`src/rtl/sseg_scan_driver.sv`:
```
// Time-multiplexed 4-digit 7-segment scan driver with per-frame input snapshot.
// Optional build macro SSEG_LZB_EN enables leading-zero blanking in numeric mode.
module sseg_scan_driver #(
  parameter int CLK_HZ       = 100_000_000,
  parameter int REFRESH_HZ   = 1_000,
  parameter int BLANK_CYCLES = 64
) (
  input  logic       clk,
  input  logic       rst,
  input  logic       ltr_flag,
  input  logic [3:0] digit0,
  input  logic [3:0] digit1,
  input  logic [3:0] digit2,
  input  logic [3:0] digit3,
  input  logic [3:0] dp_in,
  output logic [3:0] an,
  output logic [7:0] sseg,
  output logic       frame_tick
);

  localparam int DIV = CLK_HZ / REFRESH_HZ;
  localparam int PW  = (DIV > 2) ? $clog2(DIV) : 1;
  localparam logic [PW-1:0] LAST  = PW'(DIV - 1);
  localparam logic [PW-1:0] BLANK = PW'(BLANK_CYCLES);

  generate
    if (DIV < 2 || DIV <= BLANK_CYCLES) begin : g_bad_cfg
      $error("sseg_scan_driver: DIV must be >= 2 and greater than BLANK_CYCLES");
    end
  endgenerate

  logic [PW-1:0] r_presc;
  logic [1:0]    r_idx;
  logic [3:0]    r_sh_dig [4];
  logic          r_sh_ltr;
  logic [3:0]    r_sh_dp;
  logic [3:0]    r_an;
  logic [7:0]    r_sseg;
  logic          r_frame_tick;

  logic          w_slot_end;
  logic          w_frame_end;
  logic [3:0]    w_snap_dig [4];
  logic [3:0]    w_cur_dig;
  logic [6:0]    w_seg;

  // gfedcba, active-low; code 4'hF is blank in both tables.
  function automatic logic [6:0] seg7(input logic ltr, input logic [3:0] code);
    logic [6:0] s;
    s = 7'b1111111;
    if (!ltr) begin
      case (code)
        4'h0: s = 7'b1000000;
        4'h1: s = 7'b1111001;
        4'h2: s = 7'b0100100;
        4'h3: s = 7'b0110000;
        4'h4: s = 7'b0011001;
        4'h5: s = 7'b0010010;
        4'h6: s = 7'b0000010;
        4'h7: s = 7'b1111000;
        4'h8: s = 7'b0000000;
        4'h9: s = 7'b0010000;
        4'hA: s = 7'b0001000;
        4'hB: s = 7'b0000011;
        4'hC: s = 7'b1000110;
        4'hD: s = 7'b0100001;
        4'hE: s = 7'b0000110;
        default: s = 7'b1111111;
      endcase
    end else begin
      case (code)
        4'h5: s = 7'b0001001;
        4'hA: s = 7'b1111001;
        4'h1: s = 7'b1000111;
        4'h0: s = 7'b1000000;
        4'h2: s = 7'b0001100;
        4'h3: s = 7'b0000110;
        4'h4: s = 7'b0101111;
        4'h8: s = 7'b0010010;
        default: s = 7'b1111111;
      endcase
    end
    return s;
  endfunction

  assign w_slot_end  = (r_presc == LAST);
  assign w_frame_end = w_slot_end && (r_idx == 2'd3);

`ifdef SSEG_LZB_EN
  logic w_blank3;
  logic w_blank2;
  logic w_blank1;
  assign w_blank3 = !ltr_flag && (digit3 == 4'h0);
  assign w_blank2 = w_blank3 && (digit2 == 4'h0);
  assign w_blank1 = w_blank2 && (digit1 == 4'h0);
`endif

  // Values loaded into the shadow registers at the frame boundary.
  always_comb begin
    w_snap_dig[0] = digit0;
    w_snap_dig[1] = digit1;
    w_snap_dig[2] = digit2;
    w_snap_dig[3] = digit3;
`ifdef SSEG_LZB_EN
    if (w_blank3) w_snap_dig[3] = 4'hF;
    if (w_blank2) w_snap_dig[2] = 4'hF;
    if (w_blank1) w_snap_dig[1] = 4'hF;
`endif
  end

  assign w_cur_dig = r_sh_dig[r_idx];
  assign w_seg     = seg7(r_sh_ltr, w_cur_dig);

  always_ff @(posedge clk or posedge rst) begin
    if (rst) begin
      r_presc      <= '0;
      r_idx        <= 2'd0;
      r_sh_dig[0]  <= 4'hF;
      r_sh_dig[1]  <= 4'hF;
      r_sh_dig[2]  <= 4'hF;
      r_sh_dig[3]  <= 4'hF;
      r_sh_ltr     <= 1'b0;
      r_sh_dp      <= 4'h0;
      r_an         <= 4'hF;
      r_sseg       <= 8'hFF;
      r_frame_tick <= 1'b0;
    end else begin
      r_presc      <= w_slot_end ? '0 : r_presc + PW'(1);
      r_frame_tick <= w_frame_end;
      if (w_slot_end) r_idx <= r_idx + 2'd1;
      if (w_frame_end) begin
        r_sh_dig[0] <= w_snap_dig[0];
        r_sh_dig[1] <= w_snap_dig[1];
        r_sh_dig[2] <= w_snap_dig[2];
        r_sh_dig[3] <= w_snap_dig[3];
        r_sh_ltr    <= ltr_flag;
        r_sh_dp     <= dp_in;
      end
      // Guard interval at slot start keeps the previous digit from ghosting.
      if (r_presc < BLANK) begin
        r_an   <= 4'hF;
        r_sseg <= 8'hFF;
      end else begin
        r_an   <= ~(4'b0001 << r_idx);
        r_sseg <= {~r_sh_dp[r_idx], w_seg};
      end
    end
  end

  assign an         = r_an;
  assign sseg       = r_sseg;
  assign frame_tick = r_frame_tick;

endmodule

```
`config.mk`:
```
export PLATFORM = sky130hd
export DESIGN_NAME = sseg_scan_driver
export DESIGN_NICKNAME = d
export VERILOG_FILES = /design/src/rtl/sseg_scan_driver.sv
export SDC_FILE = /design/constraint.sdc
export NUM_CORES = 1
export LEC_CHECK = 0
export CAP_MARGIN = 30
export CELL_PAD_IN_SITES_DETAIL_PLACEMENT = 1
export CELL_PAD_IN_SITES_GLOBAL_PLACEMENT = 1
export CORE_MARGIN = 3
export CORE_UTILIZATION = 48
export CTS_CLUSTER_DIAMETER = 200
export DETAILED_ROUTE_END_ITERATION = 10
export PLACE_DENSITY = 0.85
export RECOVER_POWER = 50
export SYNTH_ARGS = -nofsm -noshare
export SYNTH_HDL_FRONTEND = slang
export SYNTH_SLANG_ARGS = --single-unit
```
`constraint.sdc`:
```
create_clock -name clk -period 3.65 [get_ports clk]
set_clock_uncertainty 0.05 [all_clocks]
set_input_delay 0.73 -clock clk [delete_from_list [all_inputs] [get_ports clk]]
set_output_delay 0.73 -clock clk [all_outputs]
set_load 0.005 [all_outputs]
```
==> flow_summary.yaml <==
floorplan:
  initial_utilization_pct: 50.56
  num_rows: 27
  core_area_mm2: 0.005608
  die_area_mm2: 0.006865
  io_pins: 36
  fp.dieW_um: 82.86
  die_h_um: 82.86
clock_tree:
  clk_latency_ns: 0.32
  cts_tree: "done"
  cts_inserted_buffers: 5
  htree_levels: 2
  clk_pin_slew_ns: 0.11
  cts-root-buf: "clkbuf_8"
  post-cts-setup-buffer-count: 0
  cts_resized: 0
  hold_buffers: 0
  clockBufferDepth: 2
  clock-sinks: 53
routing:
  vias: 1906
  routed_wl_mm: 6.303
  antenna_left: 0
  drcViolationCount: 0
  first_pass_iters: 4
  via_per_inst: 5.589
  wl_per_cell_um: 18.48
  drtIter0Drc: 128
pwr:
  p_per_area_mw_per_mm2: 322.0
  power.share.switching_pct: 24.70
  ir_drop_uv: 227.6
  intPower_uw: 801.9
  power.share.clock_pct: 32.2
  power_switching_uw: 263.0
  comb_power_share_pct: 9.7
  seq_power_share_pct: 58.1
  p_leak_uw: 0.001421
placement:
  gp_congestion: 0.7789
  dpl.hpwl_mm: 4.489
  dp_cells: 332
  port-buffer-count: 35
synth:
  ys_ff_latch: 53
  synthMostInstantiatedCell: "dfstp_2"
  ys.flop_type: "dfstp_2"
  synthCells: 234
  avgSynthCellArea_um2: 12.12
  synth_top_area_share_pct: 25.95
  ys.warnings.count: 0
  synth_nets: 270
  synthTopCellsByArea: "dfstp_2, dfrtp_1, mux2_4"
  async_flop_share_pct: 100.0
  ys_seq_area_share_pct: 48.01
  synth_cell_types: 53
  synth.top_cells.by_count: "dfstp_2, dfrtp_1, nand2_1, nor2_1, mux2_4"
  synth_edf_count: 0
  synth_top_cell_by_area: "dfstp_2"
  syn_area_mm2: 0.002835
global_route:
  grt_max_degree: 46
  grt.busiest_layer: "met2"
  gr-usage-all-layers_pct: 19.54
  grtUsageMet3_pct: 4.464
  first_global_vias: 2048
  grt_pass1_wl_mm: 10.68
  met1_usage_pct: 24.73
  use_met2_pct: 33.31
  overflow: 0
  antenna_found_initial: 0
worst_hold_path:
  holdPathStages: 1
  min-delay-start: "r_presc[8]$_DFF_PP0_"
  hold_path_class: "flop to flop"
  hold_end: "r_presc[8]$_DFF_PP0_"
setup_path:
  crit_fanout: 21
  r2r_end: "r_sh_dp[1]$_DFFE_PP0P_"
  cp_top_family: "simple AND/OR/NAND/NOR gates"
  reg2reg_depth: 6
  arrival_ns: 2.93
  cp_slowest_cell: "nor3_4"
  critPathMaxStageDelay_ns: 0.54
  r2r_setup_slack_ns: 0.88
  cp.required_ns: 3.81
  crit_chain: "ha_1, and4_1, nand2_1, nor3_4, nand2_2, mux2_1"
  rr_startpoint: "r_presc[0]$_DFF_PP0_"
  cp-start-kind: "flop"
  cp-end-kind: "flop"
  crit_type: "flop to flop"
  cp_num_buf_inv: 0
cells_and_area:
  antenna_cells: 0
  layout-drive-gt1-share_pct: 24.16
  area_growth_pct: 16.64
  fin_util_pct: 58.97
  layout.cells.non_filler: 341
  fin_nets: 304
sta:
  slew_violations: 0
  slew_headroom_pct: 57.25
  worstMarginPinSlew_ns: 0.6389
  timing.hold.ws_ns: 0.4493
  setup-tns-final_ns: 0
  hold_viol_final: 0
  fmax_mhz: 360.7
  setup_viol: 0
  period_needed_ns: 2.772
  timing.final.crit_share_pct: 75.95
  rsz0062_at_grt: "no"
status:
  outcome: "completed"
flow_run:
  cap_violations: 0
==> layer usage <==
layer  share of wire, %  wire length (um)
met5                  0                 0
met4                1.6               102
met3                4.3               268
met2                 50              3125
met1                 45              2806
==> cell type report <==
type | instances | area [um^2]
sequential | 53 | 1361
clock inverter | 2 | 13.76
timing repair buffer | 37 | 374.1
clock buffer | 6 | 72.57
tap | 72 | 90.09
multi-input combinational | 163 | 1365
fill | 611 | 2301
inverter | 8 | 30.03
==> how the worst max path moves through the flow <==
stage                         startpoint                     end  slack [ns]  cells past startpoint
floorplan           r_idx[0]$_DFFE_PP0N_       sseg[6]$_DFF_PP1_        1.47                      6
global placement    r_idx[0]$_DFFE_PP0N_       sseg[3]$_DFF_PP1_        1.08                      8
global route        r_presc[0]$_DFF_PP0_  r_sh_dp[1]$_DFFE_PP0P_        0.70                      6
CTS                 r_presc[0]$_DFF_PP0_  r_sh_dp[1]$_DFFE_PP0P_        0.88                      6
detailed placement  r_presc[0]$_DFF_PP0_  r_sh_dp[1]$_DFFE_PP0P_        0.93                      6
finish              r_presc[0]$_DFF_PP0_  r_sh_dp[1]$_DFFE_PP0P_        0.88                      6
==> power groups by stage <==
stage          sequential, uW  clock (uW)  combinational (uW)
5_1_grt                   621         380                 115
2_1_floorplan             622           0                65.8
3_3_place_gp              626           0                98.2
4_1_cts                   618         348                 103
3_5_place_dp              628           0                 102
6_report                  619         343                 103
==> metrics by stage <==
step | power [uW] | instance area, um^2 | setup slack, ns
finish | 1065 | 3307 | 0.8777
global route | 1115 | 3307 | 0.6993
global placement | 724.5 | 3204 | 1.077
CTS | 1069 | 3291 | 0.8776
detailed placement | 730.0 | 3204 | 0.9276
floorplan | 688.1 | 2835 | 1.468
==> state kept, by name (all words and copies together), names as in the netlist <==
| signal | cells |
|---|---|
| r_presc | 17 |
| r_sh_dig | 16 |
| sseg | 8 |
| an | 4 |
| r_sh_dp | 4 |
| r_idx | 2 |
| frame_tick | 1 |
| r_sh_ltr | 1 |
==> logic make-up (layout without fill, tap and decap cells) <==
family / after synthesis / count (layout) / synth area share [%]
and+or+nand+nor: 75 / 75 / 13.55
xor gates and xnor gates: 15 / 15 / 4.634
muxes: 33 / 33 / 17.70
DFF: 53 / 53 / 48.01
AOI/OAI and AO/OA: 27 / 27 / 6.532
buffers and inverters: 18 / 53 / 3.839
adders and majority gates: 13 / 13 / 5.737
==> cells in the final DEF, fill, tap and decap left out, drive strengths merged, types with 2 or more instances in the layout <==
cell type,count
nand3,5
nor2b,2
nand4,2
and3,6
mux2i,5
a211oi,2
clkbuf,7
xor2,6
nand2b,2
a21oi,4
inv,9
dfrtp,25
dfstp,28
o21ai,8
mux2,23
nor3,2
o311ai,2
clkdlybuf4s50,34
ha,13
mux4,5
nor3b,2
xnor2,9
nor4,3
nor2,18
nand2,26
and4,2
No activity file was read; power rests on OpenSTA's default activity.
